### config.mk
export PLATFORM = sky130hd
export DESIGN_NAME = ef_i2c_cmd_arbiter
export DESIGN_NICKNAME = d
export VERILOG_FILES = /design/src/rtl/ef_i2c_cmd_arbiter.sv
export SDC_FILE = /design/constraint.sdc
export NUM_CORES = 1
export LEC_CHECK = 0
export BUFFER_PORTS_ARGS = -buffer_cell sky130_fd_sc_hd__clkbuf_2
export CORE_MARGIN = 5
export CORE_UTILIZATION = 30
export CTS_BUF_LIST = sky130_fd_sc_hd__clkbuf_8
export DETAILED_ROUTE_END_ITERATION = 7
export PLACE_DENSITY = 0.64
export SLEW_MARGIN = 20
export SYNTH_ARGS = -nofsm -noshare
export SYNTH_HDL_FRONTEND = slang
export SYNTH_SLANG_ARGS = --single-unit
export TNS_END_PERCENT = 30
### constraint.sdc
create_clock -name clk_i -period 2.5 [get_ports clk_i]
set_input_delay 0.25 -clock clk_i [delete_from_list [all_inputs] [get_ports clk_i]]
set_output_delay 0.25 -clock clk_i [all_outputs]
set_load 0.005 [all_outputs]
### src/rtl/ef_i2c_cmd_arbiter.sv
// Two-requester arbiter in front of one I2C master core; owns the core per transaction.
// Optional build macro EF_I2C_ARB_PRIORITY_EN selects fixed r0 priority instead of round-robin.
module ef_i2c_cmd_arbiter #(
  parameter int HOLD_TIMEOUT = 1024,
  parameter int TO_W         = 16
) (
  input  logic        clk_i,
  input  logic        rst_i,
  input  logic [11:0] r0_cmd_data,
  input  logic        r0_cmd_valid,
  output logic        r0_cmd_ready,
  input  logic [7:0]  r0_wr_data,
  input  logic        r0_wr_last,
  input  logic        r0_wr_valid,
  output logic        r0_wr_ready,
  output logic [7:0]  r0_rd_data,
  output logic        r0_rd_last,
  output logic        r0_rd_valid,
  input  logic        r0_rd_ready,
  input  logic [11:0] r1_cmd_data,
  input  logic        r1_cmd_valid,
  output logic        r1_cmd_ready,
  input  logic [7:0]  r1_wr_data,
  input  logic        r1_wr_last,
  input  logic        r1_wr_valid,
  output logic        r1_wr_ready,
  output logic [7:0]  r1_rd_data,
  output logic        r1_rd_last,
  output logic        r1_rd_valid,
  input  logic        r1_rd_ready,
  output logic [11:0] m_cmd_data,
  output logic        m_cmd_valid,
  input  logic        m_cmd_ready,
  output logic [7:0]  m_wr_data,
  output logic        m_wr_last,
  output logic        m_wr_valid,
  input  logic        m_wr_ready,
  input  logic [7:0]  m_rd_data,
  input  logic        m_rd_last,
  input  logic        m_rd_valid,
  output logic        m_rd_ready,
  input  logic        m_busy,
  output logic [1:0]  grant,
  output logic        timeout_pulse
);

  typedef enum logic [1:0] {
    S_IDLE,
    S_OWN,
    S_ABORT,
    S_RELEASE
  } state_t;

  localparam logic            WD_EN  = (HOLD_TIMEOUT != 0);
  localparam logic [TO_W-1:0] WD_MAX = TO_W'(HOLD_TIMEOUT);
  localparam logic [11:0]     STOP_CMD = 12'h800;

  state_t          state_q, state_d;
  logic            owner_q, owner_d;
  logic [TO_W-1:0] cnt_q, cnt_d;
  logic            pulse_q, pulse_d;
  logic            pick;
  logic            rel_done;

  logic [11:0] o_cmd_data;
  logic        o_cmd_valid;
  logic [7:0]  o_wr_data;
  logic        o_wr_last;
  logic        o_wr_valid;
  logic        o_rd_ready;

  logic        o_cmd_ready;
  logic        o_wr_ready;
  logic [7:0]  o_rd_data;
  logic        o_rd_last;
  logic        o_rd_valid;

  logic            cmd_hs, wr_hs, stop_hs;
  logic            activity, wd_hit;
  logic [TO_W-1:0] cnt_inc;

  assign o_cmd_data  = owner_q ? r1_cmd_data  : r0_cmd_data;
  assign o_cmd_valid = owner_q ? r1_cmd_valid : r0_cmd_valid;
  assign o_wr_data   = owner_q ? r1_wr_data   : r0_wr_data;
  assign o_wr_last   = owner_q ? r1_wr_last   : r0_wr_last;
  assign o_wr_valid  = owner_q ? r1_wr_valid  : r0_wr_valid;
  assign o_rd_ready  = owner_q ? r1_rd_ready  : r0_rd_ready;

  assign cmd_hs   = (state_q == S_OWN) && o_cmd_valid && m_cmd_ready;
  assign wr_hs    = (state_q == S_OWN) && o_wr_valid && m_wr_ready;
  assign stop_hs  = cmd_hs && o_cmd_data[11];
  assign activity = cmd_hs || wr_hs || m_busy;
  assign cnt_inc  = cnt_q + 1'b1;
  // expiry is judged on the would-be count, so a stop handshake
  // in the same cycle clears it and wins the race
  assign wd_hit   = WD_EN && !activity && (cnt_inc == WD_MAX);
  assign rel_done = (state_q == S_RELEASE) && !m_busy && !m_rd_valid;

  assign grant = (state_q == S_IDLE) ? 2'b00 :
                 (owner_q ? 2'b10 : 2'b01);
  assign timeout_pulse = pulse_q;

`ifdef EF_I2C_ARB_PRIORITY_EN
  assign pick = !r0_cmd_valid;
`else
  logic last_q;

  // remember who held the core last so ties alternate
  always_ff @(posedge clk_i) begin
    if (rst_i) begin
      last_q <= 1'b1;
    end else if (rel_done) begin
      last_q <= owner_q;
    end
  end

  assign pick = (r0_cmd_valid && r1_cmd_valid) ? ~last_q : !r0_cmd_valid;
`endif

  // state, owner, watchdog counter and pulse registers
  always_ff @(posedge clk_i) begin
    if (rst_i) begin
      state_q <= S_IDLE;
      owner_q <= 1'b0;
      cnt_q   <= '0;
      pulse_q <= 1'b0;
    end else begin
      state_q <= state_d;
      owner_q <= owner_d;
      cnt_q   <= cnt_d;
      pulse_q <= pulse_d;
    end
  end

  // next-state, arbitration and watchdog counting
  always_comb begin
    state_d = state_q;
    owner_d = owner_q;
    cnt_d   = '0;
    pulse_d = 1'b0;
    unique case (state_q)
      S_IDLE: begin
        if (r0_cmd_valid || r1_cmd_valid) begin
          owner_d = pick;
          state_d = S_OWN;
        end
      end
      S_OWN: begin
        if (stop_hs) begin
          state_d = S_RELEASE;
        end else if (wd_hit) begin
          state_d = S_ABORT;
        end else if (WD_EN && !activity) begin
          cnt_d = cnt_inc;
        end
      end
      S_ABORT: begin
        if (m_cmd_ready) begin
          pulse_d = 1'b1;
          state_d = S_RELEASE;
        end
      end
      S_RELEASE: begin
        if (rel_done) begin
          state_d = S_IDLE;
        end
      end
      default: state_d = S_IDLE;
    endcase
  end

  // stream muxing between the owner and the core
  always_comb begin
    m_cmd_data  = '0;
    m_cmd_valid = 1'b0;
    m_wr_data   = '0;
    m_wr_last   = 1'b0;
    m_wr_valid  = 1'b0;
    m_rd_ready  = 1'b0;
    o_cmd_ready = 1'b0;
    o_wr_ready  = 1'b0;
    o_rd_data   = '0;
    o_rd_last   = 1'b0;
    o_rd_valid  = 1'b0;
    unique case (state_q)
      S_OWN: begin
        m_cmd_data  = o_cmd_data;
        m_cmd_valid = o_cmd_valid;
        o_cmd_ready = m_cmd_ready;
        m_wr_data   = o_wr_data;
        m_wr_last   = o_wr_last;
        m_wr_valid  = o_wr_valid;
        o_wr_ready  = m_wr_ready;
        o_rd_data   = m_rd_data;
        o_rd_last   = m_rd_last;
        o_rd_valid  = m_rd_valid;
        m_rd_ready  = o_rd_ready;
      end
      S_ABORT: begin
        m_cmd_data  = STOP_CMD;
        m_cmd_valid = 1'b1;
        m_rd_ready  = 1'b1;
      end
      S_RELEASE: begin
        o_rd_data   = m_rd_data;
        o_rd_last   = m_rd_last;
        o_rd_valid  = m_rd_valid;
        m_rd_ready  = o_rd_ready;
      end
      default: ;
    endcase
  end

  assign r0_cmd_ready = o_cmd_ready && !owner_q;
  assign r0_wr_ready  = o_wr_ready  && !owner_q;
  assign r0_rd_valid  = o_rd_valid  && !owner_q;
  assign r0_rd_last   = o_rd_last   && !owner_q;
  assign r0_rd_data   = owner_q ? 8'h00 : o_rd_data;

  assign r1_cmd_ready = o_cmd_ready && owner_q;
  assign r1_wr_ready  = o_wr_ready  && owner_q;
  assign r1_rd_valid  = o_rd_valid  && owner_q;
  assign r1_rd_last   = o_rd_last   && owner_q;
  assign r1_rd_data   = owner_q ? o_rd_data : 8'h00;

endmodule

Word-level counts from Yosys, hierarchy flattened

Index checks and enable logic that the tools add are counted.

Reduce and logical (&&, ||, !) cells: 31
Eq/ne operators: 8
Mux-type cells: 29
$add $sub $neg: 1
Bitwise gates (word level): 3

Operator list:

| cell                    | number |
|---|---|
| $mux W8                 | 5 |
| $pmux W12 S2            | 1 |
| $logic_and A1 B1 Y1     | 17 |
| $add A16 B1 Y16 const B | 1 |
| $eq A16 B11 Y1 const B  | 1 |
| $mux W2                 | 7 |
| $mux W1                 | 12 |
| $mux W12                | 1 |
| $pmux W2 S4             | 1 |
| $logic_not A1 Y1        | 5 |
| $reduce_or A5 Y1        | 1 |
| $eq A2 B2 Y1 const B    | 2 |
| $ne A2 B2 Y1 const B    | 2 |
| $pmux W1 S2             | 2 |
| $reduce_and A4 Y1       | 1 |
| $reduce_or A2 Y1        | 2 |
| $logic_or A1 B1 Y1      | 3 |
| $ne A3 B3 Y1 const B    | 1 |
| $not A1 Y1              | 3 |
| $eq A2 B1 Y1 const B    | 1 |
| $logic_not A2 Y1        | 1 |
| $ne A2 B1 Y1 const B    | 1 |
| $reduce_and A2 Y1       | 1 |

Input port bits: 63
Register bits after elaboration: 21
Output and inout bits: 51
Logic and storage cells: 77

Logic depth before layout (Yosys ltp)

Depth in word-level cells: 10
Depth in mapped cells: 8
Mapped depth without buffers: 8

Least setup slack after synthesis

No wires, ideal clock.

Path kind: flip-flop to flip-flop
Start: reg cnt_q[0]
End: reg state_q[0]
Library setup time: 74 ps
Setup slack: 344 ps
Arrival time: 2,082 ps
Buffers on the path: 0
Cell stages (with the launch flop): 8
Period minus slack after synthesis: 2,156 ps
Required time: 2,426 ps
Cells stage by stage: dfxtp_1 -> ha_1 -> nand3_2 -> xnor2_1 -> nand3_1 -> a2111o_1 -> or3_1 -> a31oi_1

Longest elaborated chain between the ends: 5

Ends and longest elaborated chain:

| item                               | line | text |
|---|---|---|
| start: declaration                 | 60   | `logic [TO_W-1:0] cnt_q, cnt_d;` |
| start signal: assignment           | 130  | `cnt_q <= cnt_d;` |
| $add A16 B1 Y16                    | 93   | `assign cnt_inc = cnt_q + 1'b1;` |
| $eq A16 B11 Y1                     | 96   | `assign wd_hit = WD_EN && !activity && (cnt_inc == WD_MAX);` |
| $logic_and A1 B1 Y1                | 96   |  |
| $ne A3 B3 Y1 (no source line)      | -    |  |
| $reduce_and A4 Y1 (no source line) | -    |  |
| end signal: assignment             | 128  | `state_q <= state_d;` |
| end: declaration                   | 58   | `state_t state_q, state_d;` |

No other way between the ends.
A chain may end at the register's enable or synchronous reset.

Final worst setup path

Start: reg state_q[0]
End: out r0_rd_data[5]

Longest elaborated chain between the ends: 4
Elaborated cells between the ends (all ways): 5
Those cells by class: eq/ne: 2; mux: 2; reduce/logical: 1

Ends and longest elaborated chain:

| item                                         | line | text |
|---|---|---|
| $eq A2 B1 Y1 or $eq A2 B2 Y1 (tied branches) | 185  | `unique case (state_q)` |
| $reduce_or A2 Y1 (no source line) *          | -    |  |
| $mux W8 *                                    | 185  |  |
| $mux W8 *                                    | 218  | `assign r0_rd_data = owner_q ? 8'h00 : o_rd_data;` |
| end: declaration                             | 16   | `output logic [7:0] r0_rd_data,` |

Mark *: on every way between the ends. The rest lies on a longest branch, timed or not.

==> impl_metrics.tcl <==
set metrics [dict create \
    dieWidth_um 87.0 \
    ys_top_cells_by_area "dfxtp_1 (24%), mux2i_1 (14%), nor2_1 (8.9%)" \
    worst_pin_slew_ns 0.456 \
    ys_async_sr_fraction 0 \
    portBuffers 113 \
    synthTopCellsByCount "nor2_1 (42), mux2i_1 (25), dfxtp_1 (21)" \
    h-tree-depth 1 \
    initial_core_util 0.304 \
    synth_top_area_frac 0.236 \
    multiInputGateArea_um2 1310 \
    die_y_um 87.0 \
    numCtsBuffers 3 \
    endpoint_kind "primary output" \
    routabilityCongestion 0.753 \
    yosysTopAreaCell "dfxtp_1" \
    grt_max_degree 35 \
    synth_area_per_cell_um2 7.80 \
    syn_area_um2 1780 \
    yosysMostFrequentCell "nor2_1" \
    synth_cell_type_count 44 \
    dieArea_um2 7570 \
    antenna_found_initial 0 \
    reg2reg_slack_ns 0.32 \
    synth_edf_count 0 \
    p_leak_nw 1.13 \
    startpoint "state_q[0]$_SDFFE_PP0P_" \
    fin_crit_sh 0.889 \
    regArea_um2 420 \
    area_growth_pct 39.5 \
    fp-row-count 28 \
    setup_violations 0 \
    drcViolationCount 0 \
    postCtsSetupBuffers 0 \
    stdcell_area_um2 2480 \
    path_max_fanout 11 \
    ant_nets 0 \
    max_freq_mhz 450 \
    finalClockSkew_ns 0.00405 \
    rr_worst_depth 7 \
    power_density_nw_per_um2 524 \
    grtUsageTotal 0.130 \
    synth-warning-count 0 \
    slew_violations 0 \
    synthesis.nets 296 \
    viasPerCell 4.59 \
    insertion_delay_ns 0.26 \
    timing.rr.end "state_q[0]$_SDFFE_PP0P_" \
    cp-start-kind "flip-flop" \
    fillCellCount 610 \
    wl_um 5250 \
    dp_hpwl_um 4390 \
    cts_buffer_depth 2 \
    hold_ws_ns 0.236 \
    grt_pass1_wl_um 8120 \
    crit_end "r0_rd_data[5]" \
    crit_arrival_ns 1.97 \
    drtIter0Drc 102 \
    ys_seq_elements 21 \
    placed_area_um2 2430 \
    crit-reg2reg-launch "cnt_q[0]$_SDFF_PP0_" \
    max-vdd-ir-drop_mv 0.241 \
    antenna_cells 0 \
    drive_gt1_frac 0.378 \
    ios 114 \
    synth_ff_type "dfxtp_1" \
    period_needed_ns 2.22 \
    num_vias 1910 \
    clock_sinks 21 \
    outcome "complete, no violations" \
    firstDrtPassIters 4 \
    cp_data_required_time_ns 2.25 \
    relSlewSlack 0.696 \
    maxCapViolations 0 \
    critical_path_class "reg2out" \
    grt_pass1_vias 1738 \
    fin_nets 410 \
    wl_per_cell_um 12.6 \
    tns_ns 0 \
    syn-instance-count 228 \
    finalPower_mw 1.30 \
    yosysSeqAreaShare 0.236 \
    min_path_type "in2reg" \
    path_clk_slew_ns 0.07 \
    cts_tree "built" \
    gr-total-overflow 0 \
    cts-root-buf "clkbuf_8" \
    hold_violations 0 \
    core_um2 5850 \
    rsz0062_at_grt "no" \
]
how the worst min path moves through the flow:
stage,from,endpoint,cells past startpoint
2_1_floorplan,rst_i,state_q[0]$_SDFFE_PP0P_,1
3_3_place_gp,cnt_q[0]$_SDFF_PP0_,cnt_q[0]$_SDFF_PP0_,1
3_5_place_dp,cnt_q[0]$_SDFF_PP0_,cnt_q[0]$_SDFF_PP0_,1
4_1_cts,rst_i,state_q[0]$_SDFFE_PP0P_,2
5_1_grt,rst_i,state_q[0]$_SDFFE_PP0P_,2
6_report,rst_i,state_q[0]$_SDFFE_PP0P_,2
timing repair:
item,in CTS,in global routing
setup endpoints to repair,0,2
endpoints found under the hold margin,0,0
hold buffers,0,0
gates resized for setup,0,1
cell type report:
type,count,share of cell area
repair buffers,116,0.237
well taps,75,0.0378
inverters,6,0.00908
clock inverters,1,0.00151
multi-input cells,194,0.528
flip-flops and latches,21,0.169
clock buffers,3,0.0166
metrics by stage:
step / std cells / utilization / worst slack, ns
finish: 416 / 0.424 / 0.277
global route: 416 / 0.424 / 0.0295
CTS: 416 / 0.424 / 0.202
detailed placement: 412 / 0.416 / 0.323
global placement: 412 / 0.416 / 0.360
floorplan: 228 / - / 0.344
per-layer routing:
layer	vias up	routed length, µm	track usage
met4	0	0	0.0283
met1	858	2350	0.180
met2	47	2590	0.206
met3	0	315	0.0274
met5	-	0	0
li1	1005	-	-
layout by cell type (no fill, tap or decap), drive strengths merged, types with 2 or more instances in the layout:
master / count
a21o: 3
a21oi: 3
a31oi: 3
and2: 20
and3: 2
buf: 3
clkbuf: 116
dfxtp: 21
ha: 5
inv: 7
mux2: 2
mux2i: 25
nand2: 12
nand2b: 3
nand3: 11
nand4: 3
nor2: 42
nor2b: 16
nor3: 4
nor4: 3
o21ai: 2
o221ai: 2
or3: 2
or3b: 2
xnor2: 11
xor2: 6
flip-flops by register name (all words and copies together) (netlist names):
register and flops:
timeout_pulse 1, cnt_q 16, owner_q 1, state_q 2, last_q 1
where the power goes:
| group | leakage (nW) | internal [mW] | switching [mW] |
|---|---|---|---|
| Sequential | 0.170 | 0.353 | 0.0297 |
| Combinational | 0.929 | 0.343 | 0.362 |
| Clock | 0.0269 | 0.109 | 0.104 |
logic make-up (layout without fill, tap and decap cells):
kind of cell | Yosys count | count (layout) | synth area share
simple gates | 123 | 123 | 0.371
mux | 27 | 27 | 0.153
compound gates | 22 | 22 | 0.0929
flops | 21 | 21 | 0.236
xor+xnor | 17 | 17 | 0.0837
buf+inv | 13 | 126 | 0.0274
fa+ha+maj | 5 | 5 | 0.0352
critical path: stages, from the launching register on:
cell	delay, ns
dfxtp_1	0.49
ha_1	0.43
nor2_1	0.13
nor2_1	0.36
and2_1	0.19
clkbuf_2	0.11
No activity file was read; power rests on OpenSTA's default activity.
